--- config.mk ---
export PLATFORM = sky130hd
export DESIGN_NAME = inst_fetch_unit
export DESIGN_NICKNAME = d
export VERILOG_FILES = /design/src/rtl/inst_fetch_unit.sv
export SDC_FILE = /design/constraint.sdc
export NUM_CORES = 1
export LEC_CHECK = 0
export ABC_AREA = 0
export CAP_MARGIN = 30
export CORE_MARGIN = 2
export CORE_UTILIZATION = 34
export DETAILED_ROUTE_END_ITERATION = 10
export PLACE_DENSITY = 0.7
export SLEW_MARGIN = 20
export SYNTH_ARGS = -nofsm -noshare
export SYNTH_HDL_FRONTEND = slang
export SYNTH_SLANG_ARGS = --single-unit
--- constraint.sdc ---
create_clock -name clk -period 1.65 [get_ports clk]
set_input_delay 0.33 -clock clk [delete_from_list [all_inputs] [get_ports clk]]
set_output_delay 0.33 -clock clk [all_outputs]
set_load 0.005 [all_outputs]
--- src/rtl/inst_fetch_unit.sv ---
// Instruction-fetch front end sitting directly upstream of the core control unit.
//
// The control unit's fetch request (cu_stb_i & cu_cyc_i) starts one read cycle
// on the instruction bus at pc_i. The returned word is latched into the
// instruction register (IR) and a one-cycle inst_ack_o lets the control unit
// move on to decode. If memory never acknowledges within TIMEOUT bus cycles,
// NOP_INSTR is loaded instead and the sticky bus_err_o flag is raised.
//
// Ports:
//   clk, rst            clock, synchronous active-high reset
//   cu_stb_i, cu_cyc_i  fetch request from the control unit (cu_cyc_i low aborts)
//   pc_i                current program counter, sampled when a fetch starts
//   inst_ack_o          one-cycle pulse: IR updated, control unit may decode
//   inst_adr_o          instruction bus address (held for the whole bus cycle)
//   inst_cyc_o          instruction bus cycle
//   inst_stb_o          instruction bus strobe
//   inst_dat_i          instruction bus read data
//   inst_ack_i          instruction bus acknowledge
//   ir_o                instruction register
//   op_o, func_o        opcode / function fields decoded from IR
//   bus_err_o           sticky timeout flag, cleared only by rst
module inst_fetch_unit #(
    parameter int unsigned      ADDR_W    = 12,
    parameter int unsigned      INST_W    = 18,
    parameter int unsigned      TIMEOUT   = 16,
    parameter logic [INST_W-1:0] NOP_INSTR = 18'h00000
) (
    input  logic              clk,
    input  logic              rst,
    input  logic              cu_stb_i,
    input  logic              cu_cyc_i,
    input  logic [ADDR_W-1:0] pc_i,
    output logic              inst_ack_o,
    output logic [ADDR_W-1:0] inst_adr_o,
    output logic              inst_cyc_o,
    output logic              inst_stb_o,
    input  logic [INST_W-1:0] inst_dat_i,
    input  logic              inst_ack_i,
    output logic [INST_W-1:0] ir_o,
    output logic [6:0]        op_o,
    output logic [2:0]        func_o,
    output logic              bus_err_o
);

    localparam int unsigned CNT_W = $clog2(TIMEOUT);
    // Last wait cycle; ERR is taken here so the counter never wraps.
    localparam logic [CNT_W-1:0] CNT_LAST = CNT_W'(TIMEOUT - 1);

    typedef enum logic [1:0] {
        StIdle,
        StBus,
        StDone,
        StErr
    } state_e;

    state_e            state_q, state_d;
    logic [ADDR_W-1:0] adr_q, adr_d;
    logic              bus_q, bus_d;
    logic              ack_q, ack_d;
    logic              err_q, err_d;
    logic [INST_W-1:0] ir_q, ir_d;
    logic [CNT_W-1:0]  cnt_q, cnt_d;

    always_comb begin
        state_d = state_q;
        adr_d   = adr_q;
        bus_d   = bus_q;
        ack_d   = 1'b0;
        err_d   = err_q;
        ir_d    = ir_q;
        cnt_d   = cnt_q;

        unique case (state_q)
            StIdle: begin
                if (cu_stb_i && cu_cyc_i) begin
                    adr_d   = pc_i;
                    bus_d   = 1'b1;
                    cnt_d   = '0;
                    state_d = StBus;
                end
            end
            StBus: begin
                // Abort outranks a same-cycle ack or timeout: IR is left untouched.
                if (!cu_cyc_i) begin
                    bus_d   = 1'b0;
                    state_d = StIdle;
                end else if (inst_ack_i) begin
                    ir_d    = inst_dat_i;
                    bus_d   = 1'b0;
                    state_d = StDone;
                end else if (cnt_q == CNT_LAST) begin
                    ir_d    = NOP_INSTR;
                    bus_d   = 1'b0;
                    state_d = StErr;
                end else begin
                    cnt_d = cnt_q + CNT_W'(1);
                end
            end
            StDone: begin
                ack_d   = 1'b1;
                state_d = StIdle;
            end
            StErr: begin
                ack_d   = 1'b1;
                err_d   = 1'b1;
                state_d = StIdle;
            end
            default: state_d = StIdle;
        endcase
    end

    always_ff @(posedge clk) begin
        if (rst) begin
            state_q <= StIdle;
            adr_q   <= '0;
            bus_q   <= 1'b0;
            ack_q   <= 1'b0;
            err_q   <= 1'b0;
            ir_q    <= NOP_INSTR;
            cnt_q   <= '0;
        end else begin
            state_q <= state_d;
            adr_q   <= adr_d;
            bus_q   <= bus_d;
            ack_q   <= ack_d;
            err_q   <= err_d;
            ir_q    <= ir_d;
            cnt_q   <= cnt_d;
        end
    end

    assign inst_adr_o = adr_q;
    assign inst_cyc_o = bus_q;
    assign inst_stb_o = bus_q;
    assign inst_ack_o = ack_q;
    assign bus_err_o  = err_q;
    assign ir_o       = ir_q;
    assign op_o       = ir_q[INST_W-1 -: 7];
    assign func_o     = ir_q[2:0];

endmodule

# After elaboration in Yosys (flattened, before gate mapping)
# Cells that the tools add are included.
[totals]
reg_bits = 39
[op_classes]
addsub = 1
n_eq_ne = 9
mux = 18
reduce_logical = 10
[op_table]
columns = ["operator", "n"]
rows = [
  ["2-to-1 mux 18 bit", 2],
  ["2-to-1 mux 4 bit", 4],
  ["2-to-1 mux 2 bit", 4],
  ["inequality test 2 bit, second input constant", 4],
  ["case mux 4 bit (2 select lines)", 1],
  ["case mux 2 bit (3 select lines)", 1],
  ["AND reduction 3 bit", 2],
  ["2-to-1 mux 1 bit", 5],
  ["AND reduction 5 bit", 1],
  ["adder 4 x 1 -> 4 bit, second input constant", 1],
  ["equality test 2 bit, second input constant", 2],
  ["equality test 4 bit, second input constant", 1],
  ["inequality test 4 bit, second input constant", 1],
  ["AND reduction 2 bit", 2],
  ["nonzero test 2 bit", 2],
  ["equality test 2 x 1 -> 1 bit, second input constant", 1],
  ["zero test 2 bit", 1],
  ["case mux 1 bit (2 select lines)", 1],
  ["OR reduction 2 bit", 1],
  ["logical AND 1 bit", 1],
]

# Logic depth before layout (Yosys ltp)
# Gate-level depths: netlist (run 1).
[logic_depth]
depth_word = 5
mapped_depth = 7
ltp_nobuf = 5

# Worst setup path before layout (run 1)
# No wires, ideal clock.
[synth_path]
path_type = "reg2reg"
from = "register cnt_q[0]"
to = "register ir_q[10] (netlist: ir_o[10])"
setup_time_ps = 128
t_arrival_ps = 1444
t_required_ps = 1522
setup_slack_ps = 79
stages_incl_launch_ff = 8
path_buffers = 2
path_cell_list = "dfxtp_1 > ha_1 > nand3_1 > a211o_1 > buf_2 > buf_6 > a22oi_1 > nor2_1"
[synth_via]
elab_chain_len = 3
[synth_lines]
columns = ["element", "line", "source"]
rows = [
  ["start: declaration", "62", "logic [CNT_W-1:0] cnt_q, cnt_d;"],
  ["start signal: assignment", "128", "cnt_q <= cnt_d;"],
  ["equality test 4 bit", "91", "end else if (cnt_q == CNT_LAST) begin"],
  ["nonzero test 2 bit (no source line)", "-", ""],
  ["AND reduction 3 bit (no source line)", "-", ""],
  ["end signal: assignment", "127", "ir_q <= ir_d;"],
  ["end: declaration", "61", "logic [INST_W-1:0] ir_q, ir_d;"],
]
# No other way between the ends.
# A chain may end at the register's enable or synchronous reset.

# Final worst setup path (run 1)
[layout_path]
from = "register cnt_q[1]"
to = "register ir_q[12] (netlist: ir_o[12])"
# The elaborated chain is that of the path after synthesis.

==> qor.txt, run 1 <==
Status -> complete, no violations
Clock Skew -> 0.00550 ns
DRC viols -> 0
Largest net degree at the start of global routing -> 20
Post-Syn Nets -> 207
Final Util -> 57.0%
Die Width -> 70.8 um
Initial antenna violation count -> 0
Minimum clock period after layout -> 1.56 ns
Antenna Cells -> 0
Crit Path Class -> register to register
TritonRoute pass-1 iters -> 4
DR WL/cell -> 12.0 um
Final period util -> 94.8%
Cell with the most instances after synthesis -> dfxtp_1
Ys flop type -> dfxtp_1
Port Buffers -> 78
Area delta synth->final -> 62.3%
Clk_lat worst skew -> 0.28 ns
Mean Syn Cell Area -> 8.88 um^2
Sequential area share after synthesis -> 51.4%
Total grt overflow -> 0
Post-synth cell types -> 31
Num CTS Buffers -> 5
Hold_buf cts -> 0
Clk slew on worst S/H paths -> 0.07 ns
Slew Viols, Final -> 0
Vias after detailed routing -> 1440
Placeable Area -> 4320 um^2
CP arrival -> 1.74 ns
Setup Fix Bufs, Post-CTS -> 0
Nets -> 285
Final ANT Viol Nets -> 0
Dpl cells -> 294
Hold crit path type -> register to register
GP Congestion -> 0.880
Most area-consuming cells after synthesis -> dfxtp_1 51%, a22oi_1 8.9%, nand2_1 6.7%
First-pass GRT wire length -> 6090 um
Final std cells w/o fill -> 302
Slowest cell on crit path -> dfxtp_1
Async SR Flop Fraction -> 0%
Gate Count Post-Synth -> 171
Critical path endpoint category -> register
Final WL -> 3620 um
Fmax -> 640 MHz
P per Cell Area -> 743 nW/um^2
Cell row count -> 24
Pre-CTS WS -> -0.182 ns
Synth cell count leaders -> 39 x dfxtp_1, 27 x nand2_1, 23 x nor2_1
# IOs -> 79
Vias in the first global route -> 1401
Vias per inst -> 4.77
Hold slack -> 0.455 ns
Final Cell Area -> 2460 um^2
Root buf cell -> clkbuf_8
H-Tree Level Count -> 2
CP Cell Sequence -> ha_2 -> nand3_2 -> a211o_1 -> buf_12 -> a22oi_1 -> nor2_1
Placed cell areas -> 2370 um^2
Vert. Die Dim -> 70.8 um
Req. time, crit path -> 1.82 ns
Final WS setup -> 0.0865 ns
Max stage delay on crit path -> 0.36 ns
VDD IR-drop max -> 0.536 mV
Max-Cap Viols -> 0
CTS tree -> done
GRT Util Overall -> 14.9%
Worst-margin pin slew -> 0.372 ns
Longest Clk Path Bufs -> 2
TritonCTS Sinks -> 39
Fin. Hold Viols -> 0
Dpl hpwl -> 2680 um
CP max FO -> 19
Die area -> 5010 um^2
Yosys top cell by area -> dfxtp_1
Layout cell share with drive strength beyond 1 -> 10.8%
Setup violators final -> 0
CP startpoint kind -> register
Slew HR -> 75.1%
Post-synth top area share -> 51.4%
LEAKAGE -> 0.899 nW
Initial DRC count -> 67
YS warnings -> 0
Post-synth EDFFs -> 0
Starting Density -> 35.1%
Seq cells post-synth -> 39
Post-Syn Area -> 1520 um^2
==> sequential cells by signal, summed over array words and instances, names as in the netlist <==
name / cells
inst_adr_o: 12
inst_ack_o: 1
cnt_q: 4
inst_cyc_o: 1
bus_err_o: 1
state_q: 2
ir_o: 18
==> cell families after synthesis <==
group | Yosys count | synth area share, %
AND/OR/NAND/NOR | 67 | 20.3
AO/OA/AOI/OAI | 41 | 17.8
multiplexers | 1 | 0.742
buffers and inverters | 22 | 8.90
adder cells (fa/ha/maj) | 1 | 0.824
flip-flops | 39 | 51.4
==> per-layer routing <==
| layer | wire [um] | vias to the layer above | GRT usage [%] | part of all wire (%) |
|---|---|---|---|---|
| li1 | - | 732 | - | - |
| met1 | 1540 | 653 | 17.5 | 42 |
| met2 | 1760 | 50 | 25.4 | 48 |
| met3 | 291 | 5 | 4.99 | 8.0 |
| met4 | 39 | 0 | 5.03 | 1.1 |
| met5 | 0 | - | 0 | 0 |
==> cells in the final DEF, fill, tap and decap left out <==
cell type and count:
a22oi_1 18, clkinv_2 1, inv_1 2, clkbuf_8 5, or4_1 1, o21ai_0 2, nand2_1 27, nand3_2 1
and2b_2 1, and2_1 1, or3_1 1, dlymetal6s2s_1 1, or2_1 1, nand3_1 2, clkbuf_1 2, o221ai_2 1
mux2_2 1, and2b_1 1, a21oi_1 16, buf_12 3, dfxtp_2 1, o211ai_1 1, nor3_1 1, nor3_4 1
buf_4 10, and3_1 1, nor2b_1 3, nor2_1 23, a211o_1 1, o31ai_1 1, nand3b_1 1, a31oi_1 1
dfxtp_1 38, clkdlybuf4s50_1 77, nand2b_2 1, ha_2 1
==> report_power, final <==
group	total [mW]	switching, mW	internal, mW
Sequential	0.978	0.0139	0.964
Combinational	0.245	0.0858	0.159
Clock	0.607	0.310	0.297
Total	1.83	0.410	1.42
==> final timing paths <==
| kind | from | to | slack (ns) | depth (start not counted) |
|---|---|---|---|---|
| max | cnt_q[1] | ir_o[12] | 0.09 | 6 |
| min reg2reg | inst_adr_o[3] | inst_adr_o[3] | 0.46 | 2 |
| min | inst_adr_o[3] | inst_adr_o[3] | 0.46 | 2 |
| max reg2reg | cnt_q[1] | ir_o[12] | 0.09 | 6 |
==> repair_timing <==
action	CTS	global route
resized for setup	0	4
hold endpoints to repair	0	0
endpoints found under the setup margin	0	19
==> stage by stage <==
| stage | power (mW) | setup TNS (ns) |
|---|---|---|
| detailed placement | 1.25 | -2.00 |
| finish | 1.83 | 0 |
| CTS | 1.86 | 0 |
| global placement | 1.24 | -1.81 |
| floorplan | 1.08 | 0 |
| global route | 1.93 | -0.0401 |
==> critical path: cells and delay by family, from the launching register on <==
kind | cells | cell delay (ns)
AND/OR/NAND/NOR | 2 | 0.18
AO/OA/AOI/OAI | 2 | 0.53
buffers and inverters | 1 | 0.16
flip-flops | 1 | 0.36
adder cells (fa/ha/maj) | 1 | 0.22
==> cell type report <==
cell class | instances | area (um^2)
clock inverter | 1 | 5.00
fill | 421 | 1860
sequential | 39 | 782
timing repair buffer | 91 | 918
tap | 52 | 65.1
clock buffer | 7 | 76.3
multi-input combinational | 110 | 609
inverter | 2 | 7.51
No activity file was read; power rests on OpenSTA's default activity.
==> run 2: changes to the inputs <==
--- a/config.mk
+++ b/config.mk
@@ -10,7 +10,7 @@
 export CORE_MARGIN = 2
 export CORE_UTILIZATION = 34
 export DETAILED_ROUTE_END_ITERATION = 10
-export PLACE_DENSITY = 0.7
+export PLACE_DENSITY = 0.68
 export SLEW_MARGIN = 20
 export SYNTH_ARGS = -nofsm -noshare
 export SYNTH_HDL_FRONTEND = slang
==> constraint.sdc (replaced) <==
create_clock -name clk -period 1.51 [get_ports clk]
set_input_delay 0.302 -clock clk [delete_from_list [all_inputs] [get_ports clk]]
set_output_delay 0.302 -clock clk [all_outputs]
set_load 0.005 [all_outputs]
==> run 2 against run 1 <==
Against the previous run: count of clock-buffer cells in the layout stayed put; sequential share of layout area is 1.1 points lower; first-iteration DRC count is 36% lower; cell area is 4.6% higher; critical path depth is 5 lower; critical endpoint is now ir_o[7]; core utilization is 2.6 points higher; die area stayed put; clock power is 7.7% higher; largest cell class unchanged; register-to-register slack worse by 0.04 ns; sequential power is 9% higher; routed wire length is 1.2% higher; non-clock buffer count is 3 higher.
==> qor.txt, run 2 (synthesis results as in run 1) <==
Status -> complete, no violations
Vias in the first global route -> 1319 (-5.9%)
Worst Path Buf+Inv -> 1 (unchanged)
Most frequent cells in the layout -> 75 x clkdlybuf4s50_1, 33 x dfxtp_1, 27 x nand2_1
Crit Path Class -> register to output port
Fillcell total -> 426 (+1.2%)
Clk_lat worst skew -> 0.28 ns (about the same)
Flop pwr share -> 53.3% (-0.2 points)
Final WS setup -> 0.0456 ns (-0.0409 ns)
Die Width -> 70.8 um (unchanged)
Total power -> 2.01 mW (+9.7%)
Nets -> 288 (+1.1%)
Dpl cells -> 296 (+0.68%)
CP Cell Sequence -> clkdlybuf4s50_1
Comb pwr share -> 14.1% (+0.7 points)
LEAKAGE -> 0.960 nW (+6.8%)
Initial antenna violation count -> 0 (unchanged)
Setup violators final -> 0 (unchanged)
Hold_buf cts -> 0 (unchanged)
Initial DRC count -> 43 (-36%)
Slowest cell on crit path -> clkdlybuf4s50_1
First-pass GRT wire length -> 5630 um (-7.5%)
Clock power share -> 32.6% (-0.6 points)
Placed cell areas -> 2410 um^2 (+1.5%)
TritonRoute pass-1 iters -> 4 (unchanged)
Layout cell share with drive strength beyond 1 -> 17.0% (+6.2 points)
Hold Crit Start -> inst_adr_o[2]
VDD IR-drop max -> 0.625 mV (+17%)
CP max FO -> 2 (-17)
Vias per inst -> 4.73 (-0.78%)
GP Congestion -> 0.797 (-9.4%)
Most common library cell in the layout ignoring fill and taps -> clkdlybuf4s50_1
Final WL -> 3670 um (+1.2%)
Clk slew on worst S/H paths -> 0.07 ns (about the same)
Psw -> 0.446 mW (+8.8%)
Final Cell Area -> 2580 um^2 (+4.6%)
Crit path from -> ir_o[7]
DR WL/cell -> 12.0 um (+0.19%)
Met3 WL -> 372 um (+28%)
H-Tree Level Count -> 2 (unchanged)
Longest Clk Path Bufs -> 2 (unchanged)
Die area -> 5010 um^2 (unchanged)
CP startpoint kind -> register
Starting Density -> 35.1% (unchanged)
Final std cells w/o fill -> 305 (+0.99%)
Slew HR -> 83.6% (+8.5 points)
Setup_tns -> 0 ns (unchanged)
Final ANT Viol Nets -> 0 (unchanged)
CP arrival -> 1.16 ns (-0.58 ns)
Antenna Cells -> 0 (unchanged)
Switch share -> 22.2% (-0.18 points)
Total grt overflow -> 0 (unchanged)
Max-Cap Viols -> 0 (unchanged)
Wire length on met2 -> 1750 um (-0.28%)
Final period util -> 97.0%
Hold crit path type -> register to register
Int Power -> 1.56 mW (+10%)
TritonCTS Sinks -> 39 (unchanged)
# IOs -> 79 (unchanged)
Vert. Die Dim -> 70.8 um (unchanged)
Num CTS Buffers -> 5 (unchanged)
Vias after detailed routing -> 1443 (+0.21%)
Final Util -> 59.6% (+2.6 points)
Reg-to-Reg Start -> cnt_q[0]
Worst-margin pin slew -> 0.245 ns (-0.127 ns)
RSZ-0062 raised after global routing -> yes
CP top delay family -> buffers and inverters
Hold slack -> 0.453 ns (-0.00230 ns)
Root buf cell -> clkbuf_8
Fmax -> 683 MHz
Largest net degree at the start of global routing -> 23 (+15%)
Fin. Hold Viols -> 0 (unchanged)
DRC viols -> 0 (unchanged)
CTS tree -> done
GRT Util Overall -> 14.0% (-0.94 points)
Critical path endpoint category -> output port
Req. time, crit path -> 1.21 ns (-0.61 ns)
Placeable Area -> 4320 um^2 (unchanged)
Highest metal used -> met4
Dpl hpwl -> 2550 um (-4.9%)
Slew Viols, Final -> 0 (unchanged)
Area delta synth->final -> 69.8%
FF-to-FF setup slack -> 0.05 ns (-0.04 ns)
P per Cell Area -> 779 nW/um^2 (+4.9%)
Pre-CTS WS -> -0.239 ns (-0.0563 ns)
Port Buffers -> 78 (unchanged)
Minimum clock period after layout -> 1.46 ns
Cell row count -> 24 (unchanged)
Max stage delay on crit path -> 0.53 ns (+0.17 ns)
Clock Skew -> 0.00363 ns (-0.00188 ns)
M1 wire length -> 1510 um (-2.0%)
Max reg flops -> 18 (unchanged)
-- run 2: cell count changes in the layout (fill, tap and decap cells not counted), moves of 4 or more --
cell / before / now
a22oi_1: 18 / 11
dfxtp_2: 1 / 5
dfxtp_1: 38 / 33
a22oi_2: 0 / 7
-- run 2: final timing paths --
kind / endpoint / cells after the start
worst max-delay path: ir_o[7] / 1
worst min-delay path: inst_adr_o[2] / 2
worst max register to register: ir_o[3] / 6
worst min register to register: inst_adr_o[2] / 2
-- run 2: power by group through the flow --
stage	sequential (mW)	clock, mW	combinational [mW]
3_3_place_gp	1.09	0	0.274
3_5_place_dp	1.09	0	0.276
5_1_grt	1.07	0.728	0.305
4_1_cts	1.07	0.685	0.278
2_1_floorplan	1.09	0	0.0857
6_report	1.07	0.654	0.283
-- run 2: layout make-up --
cell class              instances  area, um^2  share of cell area (%)
clock buffers                   7        76.3                    2.96
flip-flops and latches         39         791                    30.7
inverters                       2        7.51                   0.291
multi-input cells             110         674                    26.2
clock inverters                 1        5.00                   0.194
well taps                      52        65.1                    2.52
repair buffers                 94         958                    37.2
-- run 2: per-layer routing --
metal | track usage (%) | vias up
met3 | 5.98 | 7
met4 | 5.03 | 0
li1 | - | 731
met5 | 0 | -
met1 | 16.0 | 650
met2 | 23.3 | 55
-- run 2: timing repair --
item                       4_1_cts  5_1_grt
hold endpoints to repair         0        0
setup buffers                    0        1
gates resized for setup          0       21
setup endpoints to repair        0       25
